--- config.mk ---
export PLATFORM = sky130hd
export DESIGN_NAME = scmp_bus_responder
export DESIGN_NICKNAME = d
export VERILOG_FILES = /design/src/rtl/scmp_bus_responder.sv
export SDC_FILE = /design/constraint.sdc
export NUM_CORES = 1
export LEC_CHECK = 0
export CAP_MARGIN = 25
export CORE_ASPECT_RATIO = 1.75
export CORE_MARGIN = 2
export CORE_UTILIZATION = 59
export CTS_CLUSTER_SIZE = 24
export DETAILED_ROUTE_END_ITERATION = 10
export DONT_BUFFER_PORTS = 1
export PLACE_DENSITY = 0.75
export SKIP_CTS_REPAIR_TIMING = 1
export SLEW_MARGIN = 25
export SYNTH_ARGS = -nofsm -noshare
export SYNTH_HDL_FRONTEND = slang
export SYNTH_SLANG_ARGS = --single-unit
--- constraint.sdc ---
create_clock -name clk -period 5 [get_ports clk]
set_input_delay 1 -clock clk [delete_from_list [all_inputs] [get_ports clk]]
set_output_delay 1 -clock clk [all_outputs]
set_load 0.01 [all_outputs]
--- src/rtl/scmp_bus_responder.sv ---
// SC/MP-style bus responder: turns each ADS/RD/WR bus cycle into one mem_rd/mem_wr
// request, stretches the CPU with bus_hold until the memory acknowledges.
module scmp_bus_responder #(
  parameter int unsigned RD_WAIT = 1,
  parameter int unsigned WR_WAIT = 0
) (
  input  logic        clk,
  input  logic        rst_n,
  input  logic        bus_ADS_n,
  input  logic        bus_RD_n,
  input  logic        bus_WR_n,
  input  logic [11:0] bus_A,
  input  logic [7:0]  bus_D_i,
  output logic [7:0]  bus_D_o,
  output logic        bus_D_oe,
  output logic        bus_hold,
  output logic [15:0] mem_addr,
  output logic        mem_rd,
  output logic        mem_wr,
  output logic [7:0]  mem_wdata,
  input  logic [7:0]  mem_rdata,
  input  logic        mem_ack,
  output logic [3:0]  cyc_flags,
  output logic        halt_pulse,
  output logic        proto_err
);

  localparam logic [3:0] RD_W = 4'(RD_WAIT);
  localparam logic [3:0] WR_W = 4'(WR_WAIT);

  typedef enum logic [2:0] {
    S_IDLE, S_ADDR, S_RD_REQ, S_RD_WAIT, S_RD_DRIVE, S_WR_REQ, S_WR_WAIT
  } state_t;

  state_t     state;
  logic [3:0] wait_cnt;
  logic       ack_seen;
  logic       ack_any;
  logic       cnt_zero;
  logic       in_cycle;

  // The ack in the request cycle itself counts, so OR the live ack with the sticky one.
  assign ack_any  = ack_seen | mem_ack;
  assign cnt_zero = (wait_cnt == 4'd0);
  assign in_cycle = (state != S_IDLE) && (state != S_ADDR);

  always_ff @(posedge clk or negedge rst_n) begin
    if (!rst_n) begin
      state      <= S_IDLE;
      wait_cnt   <= '0;
      ack_seen   <= 1'b0;
      bus_D_o    <= '0;
      bus_D_oe   <= 1'b0;
      bus_hold   <= 1'b0;
      mem_addr   <= '0;
      mem_rd     <= 1'b0;
      mem_wr     <= 1'b0;
      mem_wdata  <= '0;
      cyc_flags  <= '0;
      halt_pulse <= 1'b0;
      proto_err  <= 1'b0;
    end else begin
      mem_rd     <= 1'b0;
      mem_wr     <= 1'b0;
      halt_pulse <= 1'b0;
      proto_err  <= 1'b0;
      if (in_cycle && !bus_ADS_n) begin
        // New address strobe mid-cycle: abandon the current one and start over.
        proto_err <= 1'b1;
        bus_hold  <= 1'b0;
        bus_D_oe  <= 1'b0;
        ack_seen  <= 1'b0;
        mem_addr  <= {bus_D_i[3:0], bus_A};
        cyc_flags <= bus_D_i[7:4];
        state     <= S_ADDR;
      end else begin
        case (state)
          S_IDLE: begin
            if (!bus_ADS_n) begin
              mem_addr  <= {bus_D_i[3:0], bus_A};
              cyc_flags <= bus_D_i[7:4];
              state     <= S_ADDR;
            end
          end
          S_ADDR: begin
            if (!bus_RD_n && !bus_WR_n) begin
              proto_err <= 1'b1;
              state     <= S_IDLE;
            end else if (!bus_ADS_n) begin
              mem_addr  <= {bus_D_i[3:0], bus_A};
              cyc_flags <= bus_D_i[7:4];
            end else if (!bus_RD_n) begin
              mem_rd   <= 1'b1;
              bus_hold <= 1'b1;
              wait_cnt <= RD_W;
              ack_seen <= 1'b0;
              state    <= S_RD_REQ;
            end else if (!bus_WR_n) begin
              mem_wr    <= 1'b1;
              mem_wdata <= bus_D_i;
              bus_hold  <= 1'b1;
              wait_cnt  <= WR_W;
              ack_seen  <= 1'b0;
              state     <= S_WR_REQ;
            end
          end
          S_RD_REQ, S_RD_WAIT: begin
            if (bus_RD_n) begin
              proto_err <= 1'b1;
              bus_hold  <= 1'b0;
              ack_seen  <= 1'b0;
              state     <= S_IDLE;
            end else begin
              if (mem_ack) begin
                ack_seen <= 1'b1;
                bus_D_o  <= mem_rdata;
              end
              if (ack_any && cnt_zero) begin
                bus_hold <= 1'b0;
                bus_D_oe <= 1'b1;
                state    <= S_RD_DRIVE;
              end else begin
                if (!cnt_zero) wait_cnt <= wait_cnt - 4'd1;
                state <= S_RD_WAIT;
              end
            end
          end
          S_RD_DRIVE: begin
            if (bus_RD_n) begin
              bus_D_oe   <= 1'b0;
              halt_pulse <= cyc_flags[3];
              state      <= S_IDLE;
            end
          end
          S_WR_REQ, S_WR_WAIT: begin
            // WR_WAIT with hold already low means done; just wait for the strobe to lift.
            if (bus_hold) begin
              if (bus_WR_n) begin
                proto_err <= 1'b1;
                bus_hold  <= 1'b0;
                ack_seen  <= 1'b0;
                state     <= S_IDLE;
              end else begin
                if (mem_ack) ack_seen <= 1'b1;
                if (ack_any && cnt_zero) bus_hold <= 1'b0;
                else if (!cnt_zero) wait_cnt <= wait_cnt - 4'd1;
                state <= S_WR_WAIT;
              end
            end else if (bus_WR_n) begin
              halt_pulse <= cyc_flags[3];
              state      <= S_IDLE;
            end
          end
          default: state <= S_IDLE;
        endcase
      end
    end
  end

endmodule

# Yosys cells after proc, flatten, opt, wreduce, memory -nomap -nowiden
# Cells that the tools add are included.
[word_totals]
in_bits = 34
regBits = 50
[op_classes]
add_sub_neg = 1
n_mux = 79
n_reduce_logical = 24
eq_ne = 25
bitwise = 5
[ops]
columns = ["operator", "count"]
rows = [
  ["16-bit two-way mux", 3],
  ["4-bit two-way mux", 12],
  ["1-bit two-way mux", 43],
  ["3-bit two-way mux", 12],
  ["16-bit one-hot mux with 2 select lines", 1],
  ["3-bit != test (second input constant)", 8],
  ["4-bit != test (second input constant)", 4],
  ["3-bit one-hot mux with 5 select lines", 1],
  ["5-bit AND reduction", 3],
  ["4-bit one-hot mux with 3 select lines", 1],
  ["3-bit nonzero test", 4],
  ["2-bit != test (second input constant)", 5],
  ["3-bit == test (second input constant)", 3],
  ["1-bit one-hot mux with 3 select lines", 3],
  ["4-bit one-hot mux with 2 select lines", 1],
  ["4-bit AND reduction", 2],
  ["8-bit AND reduction", 1],
  ["3-bit by 2-bit == test with 1-bit output (second input constant)", 2],
  ["6-bit AND reduction", 1],
  ["5-bit != test (second input constant)", 1],
  ["1-bit logical AND", 4],
  ["4-bit logical NOT", 1],
  ["1-bit inverter", 4],
  ["1-bit one-hot mux with 2 select lines", 2],
  ["other kinds (9)", 12],
]

# Logic depth before layout (Yosys ltp)
# Gate-level depths: netlist (run 1).
[logic_depth]
word_depth = 7
ltp_mapped = 7
mapped_depth_nobuf = 7

# Least setup slack after synthesis (run 1)
# No wires, ideal clock.
[synth_timing]
kind = "in2reg"
from = "input bus_ADS_n"
to = "register wait_cnt[3]"
path_slack_ns = 2.695
n_path_buf = 1
cell_stages = 6
setup_ns = 0.126
arrival_ns = 2.179
cell_sequence = "buf_2 -> nand2b_1 -> or3_1 -> a221o_1 -> a21oi_1 -> mux2i_1"
[synth_via]
elab_chain_cells = 4
[synth_lines]
columns = ["element", "line_no", "text"]
rows = [
  ["from (decl)", "9", "input logic bus_ADS_n,"],
  ["1-bit logical NOT", "-", ""],
  ["1-bit logical AND", "67", "if (in_cycle && !bus_ADS_n) begin"],
  ["1-bit inverter (no source line)", "-", ""],
  ["8-bit AND reduction (no source line) (*)", "-", ""],
  ["to (signal assigned)", "123", "if (!cnt_zero) wait_cnt <= wait_cnt - 4'd1;"],
  ["to (signal assigned)", "146", "else if (!cnt_zero) wait_cnt <= wait_cnt - 4'd1;"],
  ["to (decl)", "36", "logic [3:0] wait_cnt;"],
]
# Mark *: on every way between the ends. The rest lies on a longest branch, timed or not.
# A chain may end at the register's enable or synchronous reset.

# Worst setup path after layout (run 1)
[layout_timing]
from = "register state[1]"
to = "register cyc_flags[1]"
[layout_via]
elab_chain_cells = 5
[layout_lines]
columns = ["element", "line_no", "text"]
rows = [
  ["from (decl)", "35", "state_t state;"],
  ["from (signal assigned)", "49", "state <= S_IDLE;"],
  ["from (signal assigned)", "75", "state <= S_ADDR;"],
  ["from (signal assigned)", "82", "state <= S_ADDR;"],
  ["3-bit by 1-bit != test with 1-bit output / 3-bit nonzero test (equally long branches)", "45", "assign in_cycle = (state != S_IDLE) && (state != S_ADDR);"],
  ["1-bit logical AND", "45", ""],
  ["1-bit logical AND", "67", ""],
  ["3-bit != test (no source line) / 3-bit nonzero test (equally long branches)", "-", ""],
  ["2-bit AND reduction (no source line)", "-", ""],
  ["to (signal assigned)", "74", "cyc_flags <= bus_D_i[7:4];"],
  ["to (signal assigned)", "81", "cyc_flags <= bus_D_i[7:4];"],
  ["to (signal assigned)", "91", "cyc_flags <= bus_D_i[7:4];"],
  ["to (decl)", "23", "output logic [3:0] cyc_flags,"],
]
# Several ways; a longest one is shown, not always the timed one.

==> metrics.md, run 1 <==
| Metric | Value |
|---|---|
| Outcome | complete, no violations |
| Chip Width | approximately 53 µm |
| Setup TNS | 0 ns |
| Largest cells by area after synthesis | dfrtp_1, mux2_2, a21oi_1 |
| Cell taking the most area after synthesis | dfrtp_1 |
| WP buf/inv | 1 |
| Final wirelength | between 5 and 6 mm |
| Largest net degree at the start of global routing | 51 |
| Setup-failing EPs final | 0 |
| Syn Std Cell Area | approximately 2500 µm² |
| Slew HR | about half |
| Most frequent cells after synthesis | dfrtp_1, mux2_2, nand2_1, a21oi_1, o21ai_0 |
| RePlAce Congestion | about 1.1 |
| PnR worst setup slack | approximately 2.6 ns |
| Worst path top cell family by delay | flip-flops |
| Top_reg_cell synth | dfrtp_1 |
| Hold Vio Cnt, Final | 0 |
| Core Box Area | slightly above 4000 µm² |
| Number of flops mapped to enable cells by yosys | 0 |
| Die Span Y | 89.3 µm |
| Row count | 31 |
| Syn Inst Count | 227 |
| Starting density of the core | between 60% and 70% |
| RSZ-0062 raised after global routing | false |
| Synthesized area per cell | 10.8 µm² |
| Clock Sinks | 50 |
| Synth Area in Adders | less than 1% |
| Clock tree buffer depth | 2 |
| Final antenna-violating net count | 0 |
| Fin Hold WS | 0.390 ns |
| Vias in the first global route | between 1500 and 2000 |
| Leakage | between 0.001 and 0.0015 µW |
| Critical path type | reg2reg |
| Fillers | ~320 |
| Vias/cell | 6.59 |
| Top-area cell type share of the netlist area | between 50% and 60% |
| Ports | between 70 and 80 |
| Area delta synth->final | 4.59% |
| Fin nets | ~260 |
| CP peak stage delay | 0.78 ns |
| Initial drt markers | 82 |
| Setup Slack @ Placement | about 2.3 ns |
| CTS buffer count | 5 |
| First-pass GRT wire length | about 8.4 mm |
| Synth Net Count | ~260 |
| H-tree lvl count | 2 |
| Final worst path period need | about 2.4 ns |
| Crit-path slowest cell | dfrtp_1 |
| Initial antenna violation count | 0 |
| Gr usage total | between 20% and 30% |
| Full die area | ~4700 µm² |
| Crit Path Max Fanout | 22 |
| Seq/Total Area, Yosys | 51.0% |
| Top-count cell post-synth | dfrtp_1 |
| Antenna Cells | 0 |
| Post-synthesis compound-gate area fraction | between 10% and 20% |
| Worst path cell trace | inv_1 -> nand2_1 -> nor3_1 -> a21oi_4 -> mux2_2 |
| Slew @ Worst Pin | roughly 0.75 ns |
| WL/cell | roughly 20 µm |
| Final Cycle Share | 48.5% |
| DRC | 0 |
| I/O Buffers | 0 |
| Vias | ~1800 |
| Max IR drop VDD | 414 µV |
| Max-cap violations | 0 |
| Unique cell type count in the Yosys netlist | 46 |
| Fin area | roughly 2600 µm² |
| WP data required | approximately 5.2 ns |
| Skew final | around 0.0056 ns |
| WP data arrival | roughly 2.6 ns |
| Post-synthesis mux area share | between 10% and 20% |
| TritonRoute pass-1 iters | 4 |
| Synth warn | 0 |
| DP Wirelength | between 3 and 4 mm |
| Total grt overflow | 0 |
| Worst-path clk slew | roughly 0.090 ns |
| Worst skew pair latency | ~0.29 ns |
| Area after DPL | roughly 2500 µm² |
| CTS tree | yes |
| Worst Setup End Kind | register |
| Main combinational cell family by area after synthesis | multiplexers |
| FMAX | between 0.4 and 0.5 GHz |
| Tot Pwr | around 1400 µW |
| Xor/xnor share of the synthesized area | 0.714% |
| Worst hold path class | in2async |
| FF+latch count, synth | 50 |
| CTS Root Cell | clkbuf_8 |
| Fraction of layout cells with a size suffix above 1 | roughly 23% |
| Pins Over Slew Limit | 0 |
| Setup crit start kind | register |
| Post-synthesis simple-gate area fraction | roughly 11% |
| Async S/R FF share, synth | 100% |
| P per Cell Area | between 500 and 600 nW/µm² |
sequential cells by signal, summed over array words and instances (netlist names):
register and count:
mem_addr 16, proto_err 1, halt_pulse 1, bus_D_o 8, mem_wr 1, mem_rd 1, bus_hold 1, wait_cnt 4
cyc_flags 4, bus_D_oe 1, ack_seen 1, mem_wdata 8, state 3
placed cells by master (no fill, tap or decap), types with 5 or more instances in the layout:
cell type / synthesis / final
mux2_2: 37 / 37
nor3_1: 5 / 5
clkbuf_8: 0 / 5
nand2_1: 20 / 20
dfrtp_1: 50 / 50
inv_1: 8 / 8
a21oi_1: 19 / 18
o21ai_0: 14 / 14
nor2_1: 11 / 11
layer usage:
metal,track usage (%),routed length (µm),vias to the layer above
met1,28.4,1830,863
met3,5.85,443,22
met4,16.8,287,0
li1,-,-,796
met5,0,0,-
met2,40.1,2830,99
final timing paths:
path | start | endpoint | slack, ns | cells past startpoint
hold / removal | rst_n | bus_hold | 0.39 | 0
setup reg to reg | state[1] | cyc_flags[1] | 2.58 | 5
hold reg to reg | wait_cnt[3] | wait_cnt[3] | 0.49 | 1
max in group asynchronous | rst_n | mem_wdata[6] | 4.51 | 0
min in group clk | wait_cnt[3] | wait_cnt[3] | 0.49 | 1
setup / recovery | state[1] | cyc_flags[1] | 2.58 | 5
area by class of cell:
type	count	area (µm²)	area share [%]
Sequential cell	50	1250	48.7
Multi-Input combinational cell	154	1110	43.4
Clock buffer	7	76.3	2.97
Tap cell	49	61.3	2.39
Inverter	9	33.8	1.32
Clock inverter	1	30.0	1.17
cell families (layout without fill, tap and decap cells):
| family | after synthesis | count (layout) |
|---|---|---|
| muxes | 40 | 40 |
| adders and majority gates | 1 | 1 |
| DFF | 50 | 50 |
| and+or+nand+nor | 56 | 56 |
| xor gates and xnor gates | 2 | 2 |
| AOI/OAI and AO/OA | 55 | 55 |
| buffers and inverters | 23 | 17 |
through the flow:
stage          util [%]  cells
2_1_floorplan         -    227
3_3_place_gp       60.2    262
3_5_place_dp       60.2    262
4_1_cts            62.9    270
5_1_grt            63.0    270
6_report           63.0    270
power by group:
| group | internal, µW | switching, µW | leakage [µW] |
|---|---|---|---|
| Sequential | 531 | 192 | 0.000614 |
| Clock | 150 | 123 | 0.0000524 |
| Combinational | 218 | 224 | 0.000435 |
Note: power is estimated with default switching activity, not from simulation.
==> run 2: changes to the inputs <==
==> constraint.sdc (replaced) <==
create_clock -name clk -period 2.25 [get_ports clk]
set_input_delay 0.45 -clock clk [delete_from_list [all_inputs] [get_ports clk]]
set_output_delay 0.45 -clock clk [all_outputs]
set_load 0.01 [all_outputs]
==> run 2 against run 1 <==
Against the previous run:
- die area unchanged
- wire length up 7.3%
- cell count up 4.4%
- clock skew increased by 0.0024 ns
- total power rose by 120%
- critical path depth rose by 3
- sequential power rose by 110%
- clock-buffer cell count shrank 1
- worst hold slack lost 0.16 ns
- largest power group unchanged
- register-to-register slack worse by 2.3 ns
- sequential share of layout area decreased by 1.8 points
==> metrics.md, run 2 (same netlist as run 1, synthesis figures left out) <==
| Metric | Value |
|---|---|
| Outcome | complete, no violations (unchanged) |
| Top reg by flops | mem_addr (unchanged) |
| Crit-path slowest cell | dfrtp_1 (unchanged) |
| Global route hottest layer | met2 (unchanged) |
| Critical path depth | 8 (was 5) |
| Fin nets | 268 (was 255) |
| Clock Sinks | 50 (unchanged) |
| Final antenna-violating net count | 0 (unchanged) |
| Worst path top cell family by delay | flip-flops (unchanged) |
| Largest registers | mem_addr (16), bus_D_o (8), mem_wdata (8) (unchanged) |
| Crit Path Max Fanout | 5 (was 22) |
| Met2 Use GR | 45.0% (was 40.1%) |
| M3 GR Usage | 5.52% (was 5.85%) |
| Max FFs per register | 16 (unchanged) |
| Core Box Area | 4070 µm² (unchanged) |
| Ports | 76 (unchanged) |
| DP Wirelength | 4.28 mm (was 3.97 mm) |
| WP buf/inv | 2 (was 1) |
| Reg-to-reg startpoint | wait_cnt[0] (was state[1]) |
| GR met1 Demand/Resource | 30.2% (was 28.4%) |
| Pins Over Slew Limit | 0 (unchanged) |
| Max-cap violations | 0 (unchanged) |
| Largest net degree at the start of global routing | 51 (unchanged) |
| Total grt overflow | 0 (unchanged) |
| Slew HR | 74.3% (was 50.0%) |
| Worst path cell trace | inv_1 -> ha_1 -> nor3b_1 -> buf_4 -> nand2_1 -> a21oi_1 -> a211oi_1 -> mux2_2 (was inv_1 -> nand2_1 -> nor3_1 -> a21oi_4 -> mux2_2) |
| Clock tree buffer depth | 2 (unchanged) |
| RSZ-0062 raised after global routing | false (unchanged) |
| Setup TNS | 0 ns (unchanged) |
| Initial antenna violation count | 0 (unchanged) |
| I/O Buffers | 0 (unchanged) |
| CTS buffer count | 5 (unchanged) |
| Fraction of layout cells with a size suffix above 1 | 26.6% (was 22.6%) |
| WP data required | 2.45 ns (was 5.18 ns) |
| RePlAce Congestion | 0.973 (was 1.06) |
| Worst Setup End Kind | register (unchanged) |
| CP startpoint | wait_cnt[0] (was state[1]) |
| Skew final | 0.00798 ns (was 0.00559 ns) |
| Full die area | 4710 µm² (unchanged) |
| Non-filler cells, final | 282 (was 270) |
| WL/cell | 20.5 µm (was 20.0 µm) |
| Vias | 1826 (was 1780) |
| TritonRoute pass-1 iters | 4 (unchanged) |
| Final worst path period need | 1.95 ns (was 2.42 ns) |
| Chip Width | 52.8 µm (unchanged) |
| Vias/cell | 6.48 (was 6.59) |
| Initial drt markers | 73 (was 82) |
| Fin area | 2670 µm² (was 2570 µm²) |
| CP peak stage delay | 0.41 ns (was 0.78 ns) |
| Gr usage total | 27.0% (was 24.7%) |
| Crit path to | state[0] (was cyc_flags[1]) |
| DRC | 0 (unchanged) |
| Worst hold path class | in2reg (was in2async) |
| Final Cycle Share | 86.7% (was 48.5%) |
| Worst-path clk slew | 0.09 ns (about the same) |
| Setup-failing EPs final | 0 (unchanged) |
| Setup crit start kind | register (unchanged) |
| Vias in the first global route | 1901 (was 1803) |
| Worst r2r dst | state[0] (was cyc_flags[1]) |
| Max IR drop VDD | 735 µV (was 414 µV) |
| FMAX | 0.513 GHz (was 0.413 GHz) |
| Worst skew pair latency | 0.30 ns (was 0.29 ns) |
| First-pass GRT wire length | 9.13 mm (was 8.42 mm) |
| H-tree lvl count | 2 (unchanged) |
| CTS Root Cell | clkbuf_8 (unchanged) |
| Starting density of the core | 60.3% (unchanged) |
| Die Span Y | 89.3 µm (unchanged) |
| Row count | 31 (unchanged) |
| Slew @ Worst Pin | 0.385 ns (was 0.749 ns) |
| P per Cell Area | 1210 nW/µm² (was 560 nW/µm²) |
| Final wirelength | 5.79 mm (was 5.40 mm) |
| Path depth of the worst reg2reg path | 8 (was 5) |
| Commonest non-fill, non-tap cell in the layout | dfrtp_1 (unchanged) |
| Most frequent cells in the layout | dfrtp_1, mux2_2, nand2_1, a21oi_1, o21ai_0 (unchanged) |
| Area delta synth->final | 8.61% (was 4.59%) |
| Hold Vio Cnt, Final | 0 (unchanged) |
| Fillers | 328 (was 324) |
| CTS tree | yes (unchanged) |
| WP data arrival | 2.15 ns (was 2.60 ns) |
| Critical path type | reg2reg (unchanged) |
| Placed cells | 273 (was 262) |
| Fin util | 65.5% (was 63.0%) |
| Leakage | 0.00116 µW (was 0.00110 µW) |
| Reg2Reg Setup Slack | 0.30 ns (was 2.58 ns) |
| Area after DPL | 2550 µm² (was 2450 µm²) |
| Fin Hold WS | 0.229 ns (was 0.390 ns) |
| Antenna Cells | 0 (unchanged) |
## run 2: cell types whose count changed in the layout (fill, tap and decap cells not counted), sizes merged
cell | before | now
clkbuf | 7 | 6
buf | 0 | 12
bufinv | 1 | 0
dlygate4sd3 | 0 | 1
clkinvlp | 0 | 1
## run 2: final cells by class
| class | count | area, µm² | share of cell area (%) |
|---|---|---|---|
| inverters | 9 | 33.8 | 1.27 |
| clock buffers | 6 | 72.6 | 2.72 |
| flip-flops and latches | 50 | 1250 | 46.9 |
| clock inverters | 1 | 7.51 | 0.282 |
| well taps | 49 | 61.3 | 2.30 |
| repair buffers | 13 | 133 | 4.97 |
| multi-input cells | 154 | 1110 | 41.5 |
## run 2: worst min-delay path by stage
stage | end | cells after the start | startpoint | slack [ns]
global route | proto_err | 1 | bus_ADS_n | 0.23
floorplan | ack_seen | 0 | rst_n | 0.15
finish | proto_err | 1 | bus_ADS_n | 0.23
CTS | wait_cnt[0] | 0 | rst_n | -0.18
detailed placement | ack_seen | 0 | rst_n | 0.16
global placement | ack_seen | 0 | rst_n | 0.16
## run 2: report_power, final
group	total, µW	internal [µW]	switching (µW)
combinational	1190	569	617
clock	496	214	282
sequential	1540	1180	357
total	3220	1970	1260
## run 2: layer usage
| layer | vias to the layer above | routed length (µm) |
|---|---|---|
| li1 | 823 | - |
| met1 | 902 | 2000 |
| met2 | 81 | 3130 |
| met3 | 20 | 375 |
| met4 | 0 | 278 |
| met5 | - | 0 |
## run 2: per-stage QoR
step / power (µW) / setup WS, ns
final: 3220 / 0.299
after global routing: 3440 / 0.196
after CTS: 3220 / 0.318
after detailed placement: 2710 / 0.342
after global placement: 2660 / 0.389
after floorplan: 2360 / 0.495
==> run 3: changes to the inputs <==
--- a/config.mk
+++ b/config.mk
@@ -14,6 +14,7 @@
 export DONT_BUFFER_PORTS = 1
 export PLACE_DENSITY = 0.75
 export SKIP_CTS_REPAIR_TIMING = 1
+export SKIP_LAST_GASP = 1
 export SLEW_MARGIN = 25
 export SYNTH_ARGS = -nofsm -noshare
 export SYNTH_HDL_FRONTEND = slang
==> results of run 3 <==
Final layout, timing and power as in run 2 (identical DEF).
